$ cat src/rtl/mcu_reg_writer_pkg.sv
// ============================================================================
// Module   : fpga2mcu_pkg
// Brief    : Shared types and constants for the MCU register writer.
// Revision : 1.0 - initial release
// ============================================================================
`default_nettype none

package fpga2mcu_pkg;

    typedef enum logic [1:0] {
        IDLE    = 2'd0,
        ADDR    = 2'd1,
        WAIT_WE = 2'd2,
        WRITE   = 2'd3
    } state_t;

    localparam logic [15:0] c_off_freq_lo = 16'h0001;
    localparam logic [15:0] c_off_freq_hi = 16'h0002;
    localparam logic [15:0] c_off_phase   = 16'h0003;
    localparam logic [15:0] c_off_ctrl    = 16'h0004;

    localparam int c_ctrl_clr_err_bit = 14;
    localparam int c_ctrl_commit_bit  = 15;

    localparam logic [2:0] c_base_hi_default = 3'b101;

endpackage

`default_nettype wire

$ cat src/rtl/mcu_reg_writer_if.sv
// ============================================================================
// Module   : mcu_reg_writer_if
// Brief    : MCU multiplexed bus plus committed DDS control outputs.
// Revision : 1.0 - initial release
// ============================================================================
`default_nettype none

interface mcu_reg_writer_if;
    logic        NADV;
    logic        NWE;
    logic [15:0] AD_IN;
    logic        A16;
    logic        A17;
    logic        A18;
    logic [31:0] FREQ_WORD;
    logic [15:0] PHASE_WORD;
    logic [1:0]  WAVE_SEL;
    logic        UPDATE;
    logic        ERR_ADDR;

    modport master (
        output NADV, NWE, AD_IN, A16, A17, A18,
        input  FREQ_WORD, PHASE_WORD, WAVE_SEL, UPDATE, ERR_ADDR
    );

    modport slave (
        input  NADV, NWE, AD_IN, A16, A17, A18,
        output FREQ_WORD, PHASE_WORD, WAVE_SEL, UPDATE, ERR_ADDR
    );
endinterface

`default_nettype wire

$ cat src/rtl/mcu_reg_writer_strobe_sync.sv
// ============================================================================
// Module   : strobe_sync
// Brief    : Strobe synchronizer with width-qualified rise/fall detection.
// Revision : 1.0 - initial release
// ============================================================================
`default_nettype none

module strobe_sync #(
    parameter int SYNC_STAGES = 2
) (
    input  wire logic clk,
    input  wire logic rst,
    input  wire logic i_async,
    output logic      o_rise,
    output logic      o_fall
);

    localparam int CW = $clog2(SYNC_STAGES + 1);
    localparam int FW = $clog2(SYNC_STAGES + 2);
    localparam logic [CW-1:0] c_min  = CW'(SYNC_STAGES);
    localparam logic [FW-1:0] c_fill = FW'(SYNC_STAGES + 1);

    logic [SYNC_STAGES-1:0] r_sync;
    logic                   r_prev;
    logic [CW-1:0]          r_cnt;
    logic [FW-1:0]          r_fill;
    logic                   w_sync;
    logic                   w_filled;

    assign w_sync   = r_sync[SYNC_STAGES-1];
    assign w_filled = (r_fill == c_fill);

    // Edges are reported only once the chain holds real samples and the
    // preceding level was stable long enough, so glitches and the reset
    // flush never look like strobes.
    always_ff @(posedge clk or posedge rst) begin
        if (rst) begin
            r_sync <= '0;
            r_prev <= 1'b0;
            r_cnt  <= '0;
            r_fill <= '0;
        end else begin
            r_sync <= {r_sync[SYNC_STAGES-2:0], i_async};
            r_prev <= w_sync;
            if (!w_filled) begin
                r_fill <= r_fill + FW'(1);
            end
            if (!w_filled || (w_sync != r_prev)) begin
                r_cnt <= '0;
            end else if (r_cnt != c_min) begin
                r_cnt <= r_cnt + CW'(1);
            end
        end
    end

    assign o_rise = w_filled &  w_sync & ~r_prev & (r_cnt == c_min);
    assign o_fall = w_filled & ~w_sync &  r_prev & (r_cnt == c_min);

endmodule

`default_nettype wire

$ cat src/rtl/mcu_reg_writer.sv
// ============================================================================
// Module   : mcu_reg_writer
// Brief    : Decodes MCU bus writes into shadowed, commit-on-CTRL DDS words.
// Revision : 1.0 - initial release
// ============================================================================
`default_nettype none

module mcu_reg_writer
    import fpga2mcu_pkg::*;
#(
    parameter int         SYNC_STAGES = 2,
    parameter logic [2:0] BASE_HI     = c_base_hi_default
) (
    input  wire logic        CLK,
    input  wire logic        RST,
    mcu_reg_writer_if.slave  bus
);

    logic w_nadv_rise, w_nadv_fall, w_nwe_rise, w_nwe_fall;

    strobe_sync #(.SYNC_STAGES(SYNC_STAGES)) u_nadv_sync (
        .clk     (CLK),
        .rst     (RST),
        .i_async (bus.NADV),
        .o_rise  (w_nadv_rise),
        .o_fall  (w_nadv_fall)
    );

    strobe_sync #(.SYNC_STAGES(SYNC_STAGES)) u_nwe_sync (
        .clk     (CLK),
        .rst     (RST),
        .i_async (bus.NWE),
        .o_rise  (w_nwe_rise),
        .o_fall  (w_nwe_fall)
    );

    // Bus delayed by the synchronizer depth so sampling matches the strobes.
    logic [SYNC_STAGES-1:0][18:0] r_bus_pipe;
    logic [18:0]                  w_bus_aligned;

    always_ff @(posedge CLK or posedge RST) begin
        if (RST) begin
            r_bus_pipe <= '0;
        end else begin
            r_bus_pipe <= {r_bus_pipe[SYNC_STAGES-2:0],
                           {bus.A18, bus.A17, bus.A16, bus.AD_IN}};
        end
    end

    assign w_bus_aligned = r_bus_pipe[SYNC_STAGES-1];

    state_t      r_state, w_state_next;
    logic        w_addr_load, w_data_load;
    logic [18:0] r_addr;
    logic [15:0] r_wdata;

    always_ff @(posedge CLK or posedge RST) begin
        if (RST) begin
            r_state <= IDLE;
        end else begin
            r_state <= w_state_next;
        end
    end

    always_comb begin
        w_state_next = r_state;
        w_addr_load  = 1'b0;
        w_data_load  = 1'b0;
        case (r_state)
            IDLE: begin
                if (w_nadv_rise) begin
                    w_state_next = ADDR;
                    w_addr_load  = 1'b1;
                end
            end
            ADDR: begin
                if (w_nadv_fall || (r_addr[18:16] != BASE_HI)) begin
                    w_state_next = IDLE;
                end else if (w_nwe_fall) begin
                    w_state_next = WAIT_WE;
                end
            end
            WAIT_WE: begin
                if (w_nadv_fall) begin
                    w_state_next = IDLE;
                end else if (w_nwe_rise) begin
                    w_state_next = WRITE;
                    w_data_load  = 1'b1;
                end
            end
            WRITE:   w_state_next = IDLE;
            default: w_state_next = IDLE;
        endcase
    end

    logic [31:0] r_freq_sh, r_freq_word;
    logic [15:0] r_phase_sh, r_phase_word;
    logic [1:0]  r_wave_sh, r_wave_sel;
    logic        r_update, r_err;

    always_ff @(posedge CLK or posedge RST) begin
        if (RST) begin
            r_addr       <= '0;
            r_wdata      <= '0;
            r_freq_sh    <= '0;
            r_phase_sh   <= '0;
            r_wave_sh    <= '0;
            r_freq_word  <= '0;
            r_phase_word <= '0;
            r_wave_sel   <= '0;
            r_update     <= 1'b0;
            r_err        <= 1'b0;
        end else begin
            r_update <= 1'b0;
            if (w_addr_load) begin
                r_addr <= w_bus_aligned;
            end
            if (w_data_load) begin
                r_wdata <= w_bus_aligned[15:0];
            end
            if (r_state == WRITE) begin
                case (r_addr[15:0])
                    c_off_freq_lo: r_freq_sh[15:0]  <= r_wdata;
                    c_off_freq_hi: r_freq_sh[31:16] <= r_wdata;
                    c_off_phase:   r_phase_sh       <= r_wdata;
                    c_off_ctrl: begin
                        r_wave_sh <= r_wdata[1:0];
                        if (r_wdata[c_ctrl_clr_err_bit]) begin
                            r_err <= 1'b0;
                        end
                        // Wave select comes straight from this write so a
                        // single CTRL access can both select and commit.
                        if (r_wdata[c_ctrl_commit_bit]) begin
                            r_freq_word  <= r_freq_sh;
                            r_phase_word <= r_phase_sh;
                            r_wave_sel   <= r_wdata[1:0];
                            r_update     <= 1'b1;
                        end
                    end
                    default: r_err <= 1'b1;
                endcase
            end
        end
    end

    assign bus.FREQ_WORD  = r_freq_word;
    assign bus.PHASE_WORD = r_phase_word;
    assign bus.WAVE_SEL   = r_wave_sel;
    assign bus.UPDATE     = r_update;
    assign bus.ERR_ADDR   = r_err;

endmodule

`default_nettype wire

$ cat src/flat_wrapper.sv
// flat-port wrapper written by rule: the top's interface ports become plain ports
module mcu_reg_writer_flat import fpga2mcu_pkg::*;
#(
    parameter int         SYNC_STAGES = 2,
    parameter logic [2:0] BASE_HI     = c_base_hi_default
)
  (CLK, RST, bus_NADV, bus_NWE, bus_AD_IN, bus_A16, bus_A17, bus_A18, bus_FREQ_WORD, bus_PHASE_WORD, bus_WAVE_SEL, bus_UPDATE, bus_ERR_ADDR);
  mcu_reg_writer_if bus_i ();
  input  wire logic CLK;
  input  wire logic RST;
  input wire logic [$bits(bus_i.NADV)-1:0] bus_NADV;
  input wire logic [$bits(bus_i.NWE)-1:0] bus_NWE;
  input wire logic [$bits(bus_i.AD_IN)-1:0] bus_AD_IN;
  input wire logic [$bits(bus_i.A16)-1:0] bus_A16;
  input wire logic [$bits(bus_i.A17)-1:0] bus_A17;
  input wire logic [$bits(bus_i.A18)-1:0] bus_A18;
  output wire logic [$bits(bus_i.FREQ_WORD)-1:0] bus_FREQ_WORD;
  output wire logic [$bits(bus_i.PHASE_WORD)-1:0] bus_PHASE_WORD;
  output wire logic [$bits(bus_i.WAVE_SEL)-1:0] bus_WAVE_SEL;
  output wire logic [$bits(bus_i.UPDATE)-1:0] bus_UPDATE;
  output wire logic [$bits(bus_i.ERR_ADDR)-1:0] bus_ERR_ADDR;
  assign bus_i.NADV = bus_NADV;
  assign bus_i.NWE = bus_NWE;
  assign bus_i.AD_IN = bus_AD_IN;
  assign bus_i.A16 = bus_A16;
  assign bus_i.A17 = bus_A17;
  assign bus_i.A18 = bus_A18;
  assign bus_FREQ_WORD = bus_i.FREQ_WORD;
  assign bus_PHASE_WORD = bus_i.PHASE_WORD;
  assign bus_WAVE_SEL = bus_i.WAVE_SEL;
  assign bus_UPDATE = bus_i.UPDATE;
  assign bus_ERR_ADDR = bus_i.ERR_ADDR;
  mcu_reg_writer #(.SYNC_STAGES(SYNC_STAGES), .BASE_HI(BASE_HI)) u_core (.CLK(CLK), .RST(RST), .bus(bus_i));
endmodule
$ cat config.mk
export PLATFORM = sky130hd
export DESIGN_NAME = mcu_reg_writer_flat
export DESIGN_NICKNAME = d
export VERILOG_FILES = /design/src/rtl/mcu_reg_writer_pkg.sv /design/src/rtl/mcu_reg_writer_if.sv /design/src/rtl/mcu_reg_writer_strobe_sync.sv /design/src/rtl/mcu_reg_writer.sv /design/src/flat_wrapper.sv
export SDC_FILE = /design/constraint.sdc
export NUM_CORES = 1
export LEC_CHECK = 0
export CAP_MARGIN = 15
export CORE_UTILIZATION = 45
export CTS_BUF_LIST = sky130_fd_sc_hd__clkbuf_16
export DETAILED_ROUTE_END_ITERATION = 10
export PLACE_DENSITY = 0.68
export SYNTH_ARGS = -nofsm -noshare
export SYNTH_HDL_FRONTEND = slang
export SYNTH_SLANG_ARGS = --single-unit
$ cat constraint.sdc
create_clock -name CLK -period 6.3 [get_ports CLK]
set_input_delay 1.26 -clock CLK [delete_from_list [all_inputs] [get_ports CLK]]
set_output_delay 1.26 -clock CLK [all_outputs]
set_load 0.05 [all_outputs]
==> metrics.yaml, run 1 <==
synth:
  ys.flop_type: "dfrtp_1"
  synthTopCellsByCount: "dfrtp_1 (189), mux2_2 (65), mux2_4 (50)"
  syn_area_mm2: 0.007058
  syn_inst: 403
  yosysUniqueCellTypes: 35
  synth_edf_count: 0
  async_reset_ff_share_pct: 100.0
  synth.most_common_cell: "dfrtp_1"
  netlist_top_cells_area: "dfrtp_1 (67%), mux2_4 (11%), mux2_2 (10%)"
  syn_nets: 430
  yosys.area.top_type_share_pct: 67.01
  synth-seq-cells: 189
  synth_warnings: 0
  syn-mean-instance-area_um2: 17.51
  synth_top_area_cell: "dfrtp_1"
  seq_area_frac_synth_pct: 67.01
detailed_routing:
  dr.pass1.iters: 3
  ant_nets: 0
  drt-initial-drc-count: 237
  drc: 0
  drt_wl_total_mm: 11.33
  wl_per_cell_um: 15.97
  num_vias: 3413
  viasPerCell: 4.814
grt:
  grt_usage_pct: 15.63
  antenna_found_initial: 0
  grt_pass1_vias: 3608
  grt_pass1_wl_mm: 19.15
  grt_max_degree: 190
  gr-total-overflow: 0
floorplanning:
  initial_core_util_pct: 46.26
  dieHeight_um: 127.2
  io_pins: 75
  core_mm2: 0.01526
  num_rows: 45
  die_w_um: 127.2
  die-area_mm2: 0.01619
timing:
  min_period_ps: 2929
  finalHoldViolations: 0
  rsz0062_at_grt: "no"
  fin_worst_skew_ps: 6.795
  timing.hold.ws_ps: 348.1
  fmax_mhz: 341.4
  slew_viol_final: 0
  tns_ps: 0
  worst_pin_slew_ps: 1104
  relSlewSlack_pct: 25.88
  min_period_over_period_pct: 46.49
  setup_violations: 0
min_path:
  hold_class: "flip-flop to flip-flop"
  min-delay-start: "u_core.r_bus_pipe[13]"
cts:
  clock-root-buffer: "clkbuf_16"
  cts.clk_slew.worst_paths_ps: 70
  cts.sinks: 189
  h-tree-depth: 4
  clk_path_buf_depth: 2
  cts_setup_buffers: 0
  cts-resized-gates: 0
  cts_buffers: 17
  insertion_delay_ps: 420
  ctsHoldBuffers: 0
  tritoncts: "done"
power_and_ir_drop:
  seqPwrFrac_pct: 51.0
  powerDensity_mw_per_mm2: 312.4
  p_leak_nw: 4.157
  pwr-share-clk_pct: 41.4
  internal-power_w: 0.002068
  ir_drop_mv: 0.1962
  p_sw_share_pct: 22.85
  combPwrFrac_pct: 7.6
  p_sw_w: 0.0006125
critical_path:
  crit_required_ps: 5040
  r2r-start: "u_core.r_addr[10]"
  slowest_stage: "clkdlybuf4s50_1"
  crit_chain: "clkdlybuf4s50_1"
  arrival_ps: 1670
  path_class: "flip-flop to output pin"
  crit_path_start: "u_core.bus.ERR_ADDR"
  end_kind: "output pin"
  slowest_delay_ps: 850
  cpLargestDelayFamily: "buffers and inverters"
  crit_buf_inv: 1
  critical_path.startpoint_type: "flip-flop"
  rrSetupSlack_ps: 3540
  cp_max_fo: 4
cells_and_area:
  final_cell_area_mm2: 0.008579
  utilization_pct: 56.23
  nNetsFinal: 512
  areaGrowthSynthToFinish_pct: 21.56
  fill_cells: 1195
  drive_gt1_share_pct: 31.73
  diodes: 0
place:
  place_hpwl_mm: 7.366
  io_buffers: 74
  routabilityCongestion: 0.7526
  dpl_cell_area_mm2: 0.007945
run:
  maxCapViolations: 0
status:
  status: "complete, no violations"
==> cells in the final DEF, fill, tap and decap left out, drive strengths merged, types with 2 or more instances in the layout <==
master         Yosys  final
dfrtp            189    189
mux2             135    135
clkdlybuf4s50      0     74
clkbuf             3     17
nor2              11     11
nand2b             7      7
clkinv             0      7
nand2              6      6
nor4               6      6
nand3              5      5
a21oi              4      4
ha                 4      4
bufinv             0      4
inv                3      4
nor3               3      3
clkinvlp           0      3
xnor2              3      3
buf               11      3
xor2               2      2
or3                2      2
==> layer usage <==
layer | global-route usage (%) | routed length, um | vias to the layer above
met5 | 0 | 0 | -
li1 | - | - | 1574
met1 | 21.30 | 5364 | 1754
met3 | 4.355 | 360 | 14
met2 | 23.95 | 5420 | 71
met4 | 6.022 | 180 | 0
==> worst reg2reg max path: cells and delay by family, from the launching register on <==
| kind | cells | cell delay (ps) |
|---|---|---|
| simple gates | 3 | 1830 |
| mux | 1 | 430 |
| flops | 1 | 380 |
==> cells by family (layout without fill, tap and decap cells) <==
group                      after synthesis  count (layout)  synth area share [%]
and+or+nand+nor                         45              45                 4.325
muxes                                  135             135                 24.20
AOI/OAI and AO/OA                        8               8                0.7447
buffers and inverters                   17             112                 2.393
DFF                                    189             189                 67.01
xor gates and xnor gates                 5               5                0.6206
adders and majority gates                4               4                0.7091
==> final timing paths <==
kind                                             end  cells after the start
hold / removal              u_core.w_bus_aligned[13]                      0
max in group asynchronous       u_core.r_bus_pipe[7]                      3
setup / recovery                        bus_ERR_ADDR                      1
setup reg to reg               u_core.r_phase_sh[14]                      4
min in group asynchronous  u_core.bus.PHASE_WORD[12]                      3
hold reg to reg             u_core.w_bus_aligned[13]                      0
==> state kept, by name, indices dropped and copies added, names as in the netlist <==
signal	cells
u_core.r_freq_sh	32
u_core.u_nadv_sync.r_prev	1
u_core.u_nwe_sync.r_prev	1
u_core.bus.FREQ_WORD	32
u_core.r_phase_sh	16
u_core.r_state	2
u_core.u_nwe_sync.r_fill	2
u_core.bus.PHASE_WORD	16
u_core.w_bus_aligned	19
u_core.u_nadv_sync.r_cnt	2
u_core.u_nadv_sync.r_fill	2
u_core.r_bus_pipe	19
u_core.u_nwe_sync.r_cnt	2
u_core.bus.UPDATE	1
u_core.u_nwe_sync.r_sync	2
u_core.u_nadv_sync.r_sync	2
u_core.bus.WAVE_SEL	2
u_core.r_wdata	16
u_core.r_addr	19
u_core.bus.ERR_ADDR	1
==> stage by stage <==
stage          setup WS, ps  cells  total power, W
3_5_place_dp           3488    676        0.001593
5_1_grt                3333    709        0.002789
6_report               3371    709        0.002680
3_3_place_gp           3529    676        0.001572
2_1_floorplan          2606    403        0.001530
4_1_cts                3346    708        0.002707
==> power by group through the flow <==
| stage | clock [W] | combinational [W] | sequential, W |
|---|---|---|---|
| after global routing | 0.00118 | 0.000227 | 0.00138 |
| after detailed placement | 0 | 0.000207 | 0.00139 |
| after floorplan | 0 | 0.000172 | 0.00136 |
| after global placement | 0 | 0.000193 | 0.00138 |
| after CTS | 0.00113 | 0.000210 | 0.00136 |
| final | 0.00111 | 0.000205 | 0.00137 |
==> area by class of cell <==
type	count	area, um^2	area share, %
tap	211	264.0	3.077
inverter	3	15.01	0.1750
multi-input combinational	197	2168	25.27
clock buffer	17	425.4	4.958
sequential	189	4730	55.13
timing repair buffer	77	783.3	9.129
clock inverter	15	193.9	2.260
Power figures use the tool's default switching activity.
==> inputs of run 2 (changes only) <==
==> constraint.sdc (replaced) <==
create_clock -name CLK -period 2.57 [get_ports CLK]
set_input_delay 0.514 -clock CLK [delete_from_list [all_inputs] [get_ports CLK]]
set_output_delay 0.514 -clock CLK [all_outputs]
set_load 0.05 [all_outputs]
==> run 2 against run 1 <==
Effect of this change:
- total power grew 140%
- design area increased by 0.41%
- clock-buffer cell count stayed put
- non-clock buffer count rose by 9
- die area is the same
- sequential share of layout area shrank 0.22 points
- first-iteration DRC count shrank 28%
- routed wire length is 0.41% lower
- critical path depth grew 4
- register-to-register slack worse by 3400 ps
- via count rose by 1.2%
- largest cell class unchanged
- largest power group unchanged
==> metrics.yaml, run 2 (synthesis gave the netlist of run 1 again) <==
timing:
  worst_pin_slew_ps: 799.8  # was 1104 ps
  fin_worst_skew_ps: 6.779  # was 6.795 ps
  relSlewSlack_pct: 46.68  # was 25.88%
  fmax_mhz: 417.7
  rsz0062_at_grt: "no"  # unchanged
  setup_violations: 0  # unchanged
  min_period_over_period_pct: 93.15
  slew_viol_final: 0  # unchanged
  finalHoldViolations: 0  # unchanged
  min_period_ps: 2394
  timing.hold.ws_ps: 347.5  # was 348.1 ps
cells_and_area:
  areaGrowthSynthToFinish_pct: 22.05  # was 21.56%
  multi_input_area_mm2: 0.002168  # unchanged
  layout_commonest_cell: "dfrtp_1"  # unchanged
  drive_gt1_share_pct: 32.35  # was 31.73%
  nNetsFinal: 521  # was 512
  fill_cells: 1255  # was 1195
  diodes: 0  # unchanged
  finalNonFillerCells: 718  # was 709
  seqCellArea_mm2: 0.004730  # unchanged
  layout_common_cells: "dfrtp_1 (189), clkdlybuf4s50_1 (74), mux2_2 (65), mux2_4 (50), mux2_1 (20)"  # unchanged
place:
  routabilityCongestion: 0.7276  # was 0.7526
  place_hpwl_mm: 7.593  # was 7.366 mm
  dp_cells: 686  # was 676
  io_buffers: 74  # unchanged
grt:
  grt_pass1_wl_mm: 19.22  # was 19.15 mm
  antenna_found_initial: 0  # unchanged
  grt_usage_pct: 15.86  # was 15.63%
  grt_max_degree: 73  # was 190
  gr-total-overflow: 0  # unchanged
  grt_pass1_vias: 3632  # was 3608
cts:
  ctsHoldBuffers: 0  # unchanged
  clk_path_buf_depth: 2  # unchanged
  cts_setup_buffers: 0  # unchanged
  cts.clk_slew.worst_paths_ps: 60  # was 70 ps
  cts.sinks: 189  # unchanged
  cts-resized-gates: 0  # unchanged
  clock-root-buffer: "clkbuf_16"  # unchanged
  cts_buffers: 17  # unchanged
  h-tree-depth: 4  # unchanged
  tritoncts: "done"  # unchanged
  insertion_delay_ps: 430  # was 420 ps
detailed_routing:
  drc: 0  # unchanged
  wl_per_cell_um: 15.71  # was 15.97 um
  viasPerCell: 4.812  # was 4.814
  ant_nets: 0  # unchanged
  dr.pass1.iters: 4  # was 3
  drt_wl_total_mm: 11.28  # was 11.33 mm
  num_vias: 3455  # was 3413
  drt-initial-drc-count: 170  # was 237
critical_path:
  rrSetupSlack_ps: 180  # was 3540 ps
  r2r-end: "u_core.bus.PHASE_WORD[14]"  # was u_core.r_phase_sh[14]
  path_class: "flip-flop to flip-flop"  # was flip-flop to output pin
  cp_max_fo: 39  # was 4
  r2r-start: "u_core.r_addr[10]"  # unchanged
  end_kind: "flip-flop"  # was output pin
  critical_path.startpoint_type: "flip-flop"  # unchanged
  ff2ff_path_depth: 5  # was 4
  arrival_ps: 2710  # was 1670 ps
  crit_required_ps: 2880  # was 5040 ps
floorplanning:
  initial_core_util_pct: 46.26  # unchanged
  die_w_um: 127.2  # unchanged
  core_mm2: 0.01526  # unchanged
  io_pins: 75  # unchanged
  dieHeight_um: 127.2  # unchanged
  num_rows: 45  # unchanged
  die-area_mm2: 0.01619  # unchanged
run:
  maxCapViolations: 0  # unchanged
power_and_ir_drop:
  p_leak_nw: 4.188  # was 4.157 nW
  powerDensity_mw_per_mm2: 734.1  # was 312.4 mW/mm^2
  ir_drop_mv: 0.4753  # was 0.1962 mV
min_path:
  holdPathEnd: "u_core.w_bus_aligned[17]"  # was u_core.w_bus_aligned[13]
  min-delay-start: "u_core.r_bus_pipe[17]"  # was u_core.r_bus_pipe[13]
  min_path_cells: 0  # unchanged
  hold_class: "flip-flop to flip-flop"  # unchanged
status:
  status: "complete, no violations"  # unchanged
run 2: report_power, final:
group	total [W]	internal (W)	leakage, nW	switching (W)
sequential	0.00334	0.00319	2.48	0.000150
clock	0.00248	0.00141	0.276	0.00107
combinational	0.000507	0.000260	1.43	0.000247
run 2: how the worst max path moves through the flow:
stage / from / to
CTS: u_core.r_addr[10] / u_core.bus.FREQ_WORD[7]
finish: u_core.r_addr[10] / u_core.bus.PHASE_WORD[14]
detailed placement: u_core.r_addr[10] / u_core.bus.FREQ_WORD[7]
global placement: u_core.r_addr[10] / u_core.bus.PHASE_WORD[1]
floorplan: RST / u_core.bus.ERR_ADDR
global route: u_core.r_addr[7] / u_core.bus.PHASE_WORD[1]
run 2: layout make-up:
type,count,share of cell area (%)
sequential,189,54.90
timing repair buffer,86,10.23
clock buffer,17,4.938
multi-input combinational,197,25.17
inverter,3,0.1743
tap,211,3.065
clock inverter,15,1.525
run 2: stage by stage:
stage          TNS (ps)  util [%]  instance area (um^2)  total power, W  setup slack, ps
6_report              0     56.46                  8615        0.006324            176.0
2_1_floorplan    -71530         -                  7062        0.003751           -378.5
4_1_cts               0     56.46                  8615        0.006393            183.0
3_3_place_gp          0     52.81                  8058        0.003866            240.6
3_5_place_dp          0     52.81                  8058        0.003909            194.5
5_1_grt               0     56.46                  8615        0.006622            124.9
run 2: worst max-delay path, stage by stage, from the launching register on:
cell	delay (ps)
dfrtp_1	380
or4_4	540
or2_1	360
or3_4	430
buf_12	210
mux2_4	330
run 2: layer usage:
layer	vias to the layer above	part of all wire (%)	track usage [%]
met1	1770	47	21.58
met3	16	3.2	3.643
met2	68	47	24.27
met5	-	0	0
li1	1601	-	-
met4	0	2.0	7.563
==> inputs of run 3 (changes only) <==
--- a/config.mk
+++ b/config.mk
@@ -6,10 +6,12 @@
 export NUM_CORES = 1
 export LEC_CHECK = 0
 export CAP_MARGIN = 15
+export CORE_ASPECT_RATIO = 0.6
 export CORE_UTILIZATION = 45
 export CTS_BUF_LIST = sky130_fd_sc_hd__clkbuf_16
 export DETAILED_ROUTE_END_ITERATION = 10
 export PLACE_DENSITY = 0.68
+export REMOVE_ABC_BUFFERS = 1
 export SYNTH_ARGS = -nofsm -noshare
 export SYNTH_HDL_FRONTEND = slang
 export SYNTH_SLANG_ARGS = --single-unit
==> run 3 against run 2 <==
Effect of this change:
- sequential power about the same
- clock skew is 6.4 ps higher
- sequential share of layout area shrank 0.14 points
- worst hold slack got worse by 6.9 ps
- clock power hardly changed
- routed wire length up 9.6%
==> metrics.yaml, run 3 (synthesis gave the netlist of run 1 again) <==
cts:
  cts-resized-gates: 0  # unchanged
  cts.clk_slew.worst_paths_ps: 70  # was 60 ps
  cts.sinks: 189  # unchanged
  cts_setup_buffers: 0  # unchanged
  clock-root-buffer: "clkbuf_16"  # unchanged
  tritoncts: "done"  # unchanged
  ctsHoldBuffers: 0  # unchanged
  clk_path_buf_depth: 2  # unchanged
  cts_buffers: 17  # unchanged
  h-tree-depth: 4  # unchanged
  insertion_delay_ps: 430  # about the same
timing:
  fmax_mhz: 436.0  # was 417.7 MHz
  rsz0062_at_grt: "no"  # unchanged
  setup_violations: 0  # unchanged
  min_period_over_period_pct: 89.24  # was 93.15%
  slew_viol_final: 0  # unchanged
  worst_pin_slew_ps: 827.2  # was 799.8 ps
  relSlewSlack_pct: 44.85  # was 46.68%
  min_period_ps: 2293  # was 2394 ps
  timing.hold.ws_ps: 340.6  # was 347.5 ps
  fin_worst_skew_ps: 13.21  # was 6.779 ps
  finalHoldViolations: 0  # unchanged
power_and_ir_drop:
  ir_drop_mv: 0.3974  # was 0.4753 mV
  combPwrFrac_pct: 8.3  # was 8.0%
  p_sw_w: 0.001576  # was 0.001465 W
  seqPwrFrac_pct: 52.3  # was 52.8%
  powerDensity_mw_per_mm2: 738.8  # was 734.1 mW/mm^2
  p_leak_nw: 4.204  # was 4.188 nW
  p_total_w: 0.006381  # was 0.006324 W
  pwr-share-clk_pct: 39.4  # was 39.2%
  p_sw_share_pct: 24.70  # was 23.17%
  internal-power_w: 0.004805  # was 0.004859 W
cells_and_area:
  areaGrowthSynthToFinish_pct: 22.37  # was 22.05%
  finalNonFillerCells: 713  # was 718
  diodes: 0  # unchanged
  layout_common_cells: "dfrtp_1 (189), clkdlybuf4s50_1 (74), mux2_2 (65), mux2_4 (50), mux2_1 (20)"  # unchanged
  layout_commonest_cell: "dfrtp_1"  # unchanged
  multi_input_area_mm2: 0.002168  # unchanged
  final_cell_area_mm2: 0.008637  # was 0.008615 mm^2
  nNetsFinal: 524  # was 521
  utilization_pct: 56.35  # was 56.46%
  seqCellArea_mm2: 0.004730  # unchanged
  fill_cells: 1195  # was 1255
  drive_gt1_share_pct: 33.33  # was 32.35%
grt:
  grt_pass1_vias: 3852  # was 3632
  grt_usage_pct: 17.33  # was 15.86%
  grt_pass1_wl_mm: 21.03  # was 19.22 mm
  gr-total-overflow: 0  # unchanged
  grt_max_degree: 57  # was 73
  antenna_found_initial: 0  # unchanged
floorplanning:
  dieHeight_um: 99.01  # was 127.2 um
  die_w_um: 163.7  # was 127.2 um
  core_mm2: 0.01533  # was 0.01526 mm^2
  io_pins: 75  # unchanged
  die-area_mm2: 0.01621  # was 0.01619 mm^2
  initial_core_util_pct: 46.05  # was 46.26%
  num_rows: 35  # was 45
place:
  dp_cells: 681  # was 686
  place_hpwl_mm: 8.114  # was 7.593 mm
  routabilityCongestion: 0.7412  # was 0.7276
  io_buffers: 74  # unchanged
  dpl_cell_area_mm2: 0.008074  # was 0.008058 mm^2
critical_path:
  r2r-start: "u_core.r_addr[10]"  # unchanged
  crit_chain: "or4_4 -> or2_1 -> buf_4 -> nor4_4 -> buf_12 -> mux2_1"  # was or4_4 -> or2_1 -> or3_4 -> buf_12 -> mux2_4
  slowest_delay_ps: 540  # about the same
  arrival_ps: 2590  # was 2710 ps
  crit_required_ps: 2870  # was 2880 ps
  critical_path.startpoint_type: "flip-flop"  # unchanged
  end_kind: "flip-flop"  # unchanged
  slowest_stage: "or4_4"  # unchanged
  crit_path_start: "u_core.r_addr[10]"  # unchanged
  path_class: "flip-flop to flip-flop"  # unchanged
  cp_max_fo: 16  # was 39
detailed_routing:
  ant_nets: 0  # unchanged
  wl_met2_mm: 5.185  # was 5.341 mm
  met1_length_mm: 6.477  # was 5.353 mm
  dr.pass1.iters: 4  # unchanged
  drt-initial-drc-count: 172  # was 170
  drc: 0  # unchanged
  num_vias: 3545  # was 3455
  top_layer: "met4"  # unchanged
  viasPerCell: 4.972  # was 4.812
  wl_met3_um: 559  # was 357 um
  drt_wl_total_mm: 12.36  # was 11.28 mm
  wl_per_cell_um: 17.34  # was 15.71 um
run:
  maxCapViolations: 0  # unchanged
min_path:
  hold_class: "flip-flop to flip-flop"  # unchanged
  min-delay-start: "u_core.r_bus_pipe[6]"  # was u_core.r_bus_pipe[17]
status:
  status: "complete, no violations"  # unchanged
run 3: changes by cell type in the layout (fill, tap and decap cells not counted), sizes merged:
cell | before | now
buf | 12 | 15
bufinv | 2 | 1
clkinv | 7 | 5
clkinvlp | 4 | 3
inv | 5 | 9
run 3: critical path: cells and delay by family, from the launching register on:
family | cells | cell delay (ps)
AND/OR/NAND/NOR | 3 | 1060
flip-flops | 1 | 370
multiplexers | 1 | 350
buffers and inverters | 2 | 390
run 3: layout make-up:
type                       instances  area share [%]
multi-input combinational        197           25.11
inverter                           3          0.2173
timing repair buffer              89           10.46
sequential                       189           54.76
clock inverter                    15           1.594
clock buffer                      17           4.925
tap                              203           2.941
run 3: through the flow:
| step | setup TNS, ps | worst slack [ps] |
|---|---|---|
| 3_5_place_dp | 0 | 264.1 |
| 3_3_place_gp | 0 | 301.2 |
| 6_report | 0 | 276.6 |
| 2_1_floorplan | -583280 | -3086 |
| 5_1_grt | 0 | 182.2 |
| 4_1_cts | 0 | 249.6 |
run 3: path summary, 6_finish.rpt:
kind | cells past startpoint | slack, ps | endpoint
min in group asynchronous | 2 | 500 | u_core.bus.PHASE_WORD[4]
max reg2reg | 6 | 280 | u_core.r_freq_sh[9]
max | 6 | 280 | u_core.r_freq_sh[9]
min | 0 | 340 | u_core.w_bus_aligned[6]
min reg2reg | 0 | 340 | u_core.w_bus_aligned[6]
max in group asynchronous | 3 | 1440 | u_core.r_bus_pipe[3]
run 3: power groups by stage:
| stage | Clock (W) | Combinational [W] | Sequential, W |
|---|---|---|---|
| 3_3_place_gp | 0 | 0.000495 | 0.00338 |
| 5_1_grt | 0.00269 | 0.000592 | 0.00337 |
| 4_1_cts | 0.00257 | 0.000535 | 0.00334 |
| 3_5_place_dp | 0 | 0.000529 | 0.00339 |
| 2_1_floorplan | 0 | 0.000395 | 0.00335 |
| 6_report | 0.00251 | 0.000529 | 0.00334 |
run 3: metal layers:
metal  GRT usage (%)  up-vias
met5               0        -
met4           6.054        0
met3           4.503       13
met2           24.12       83
met1           26.17     1847
li1                -     1602
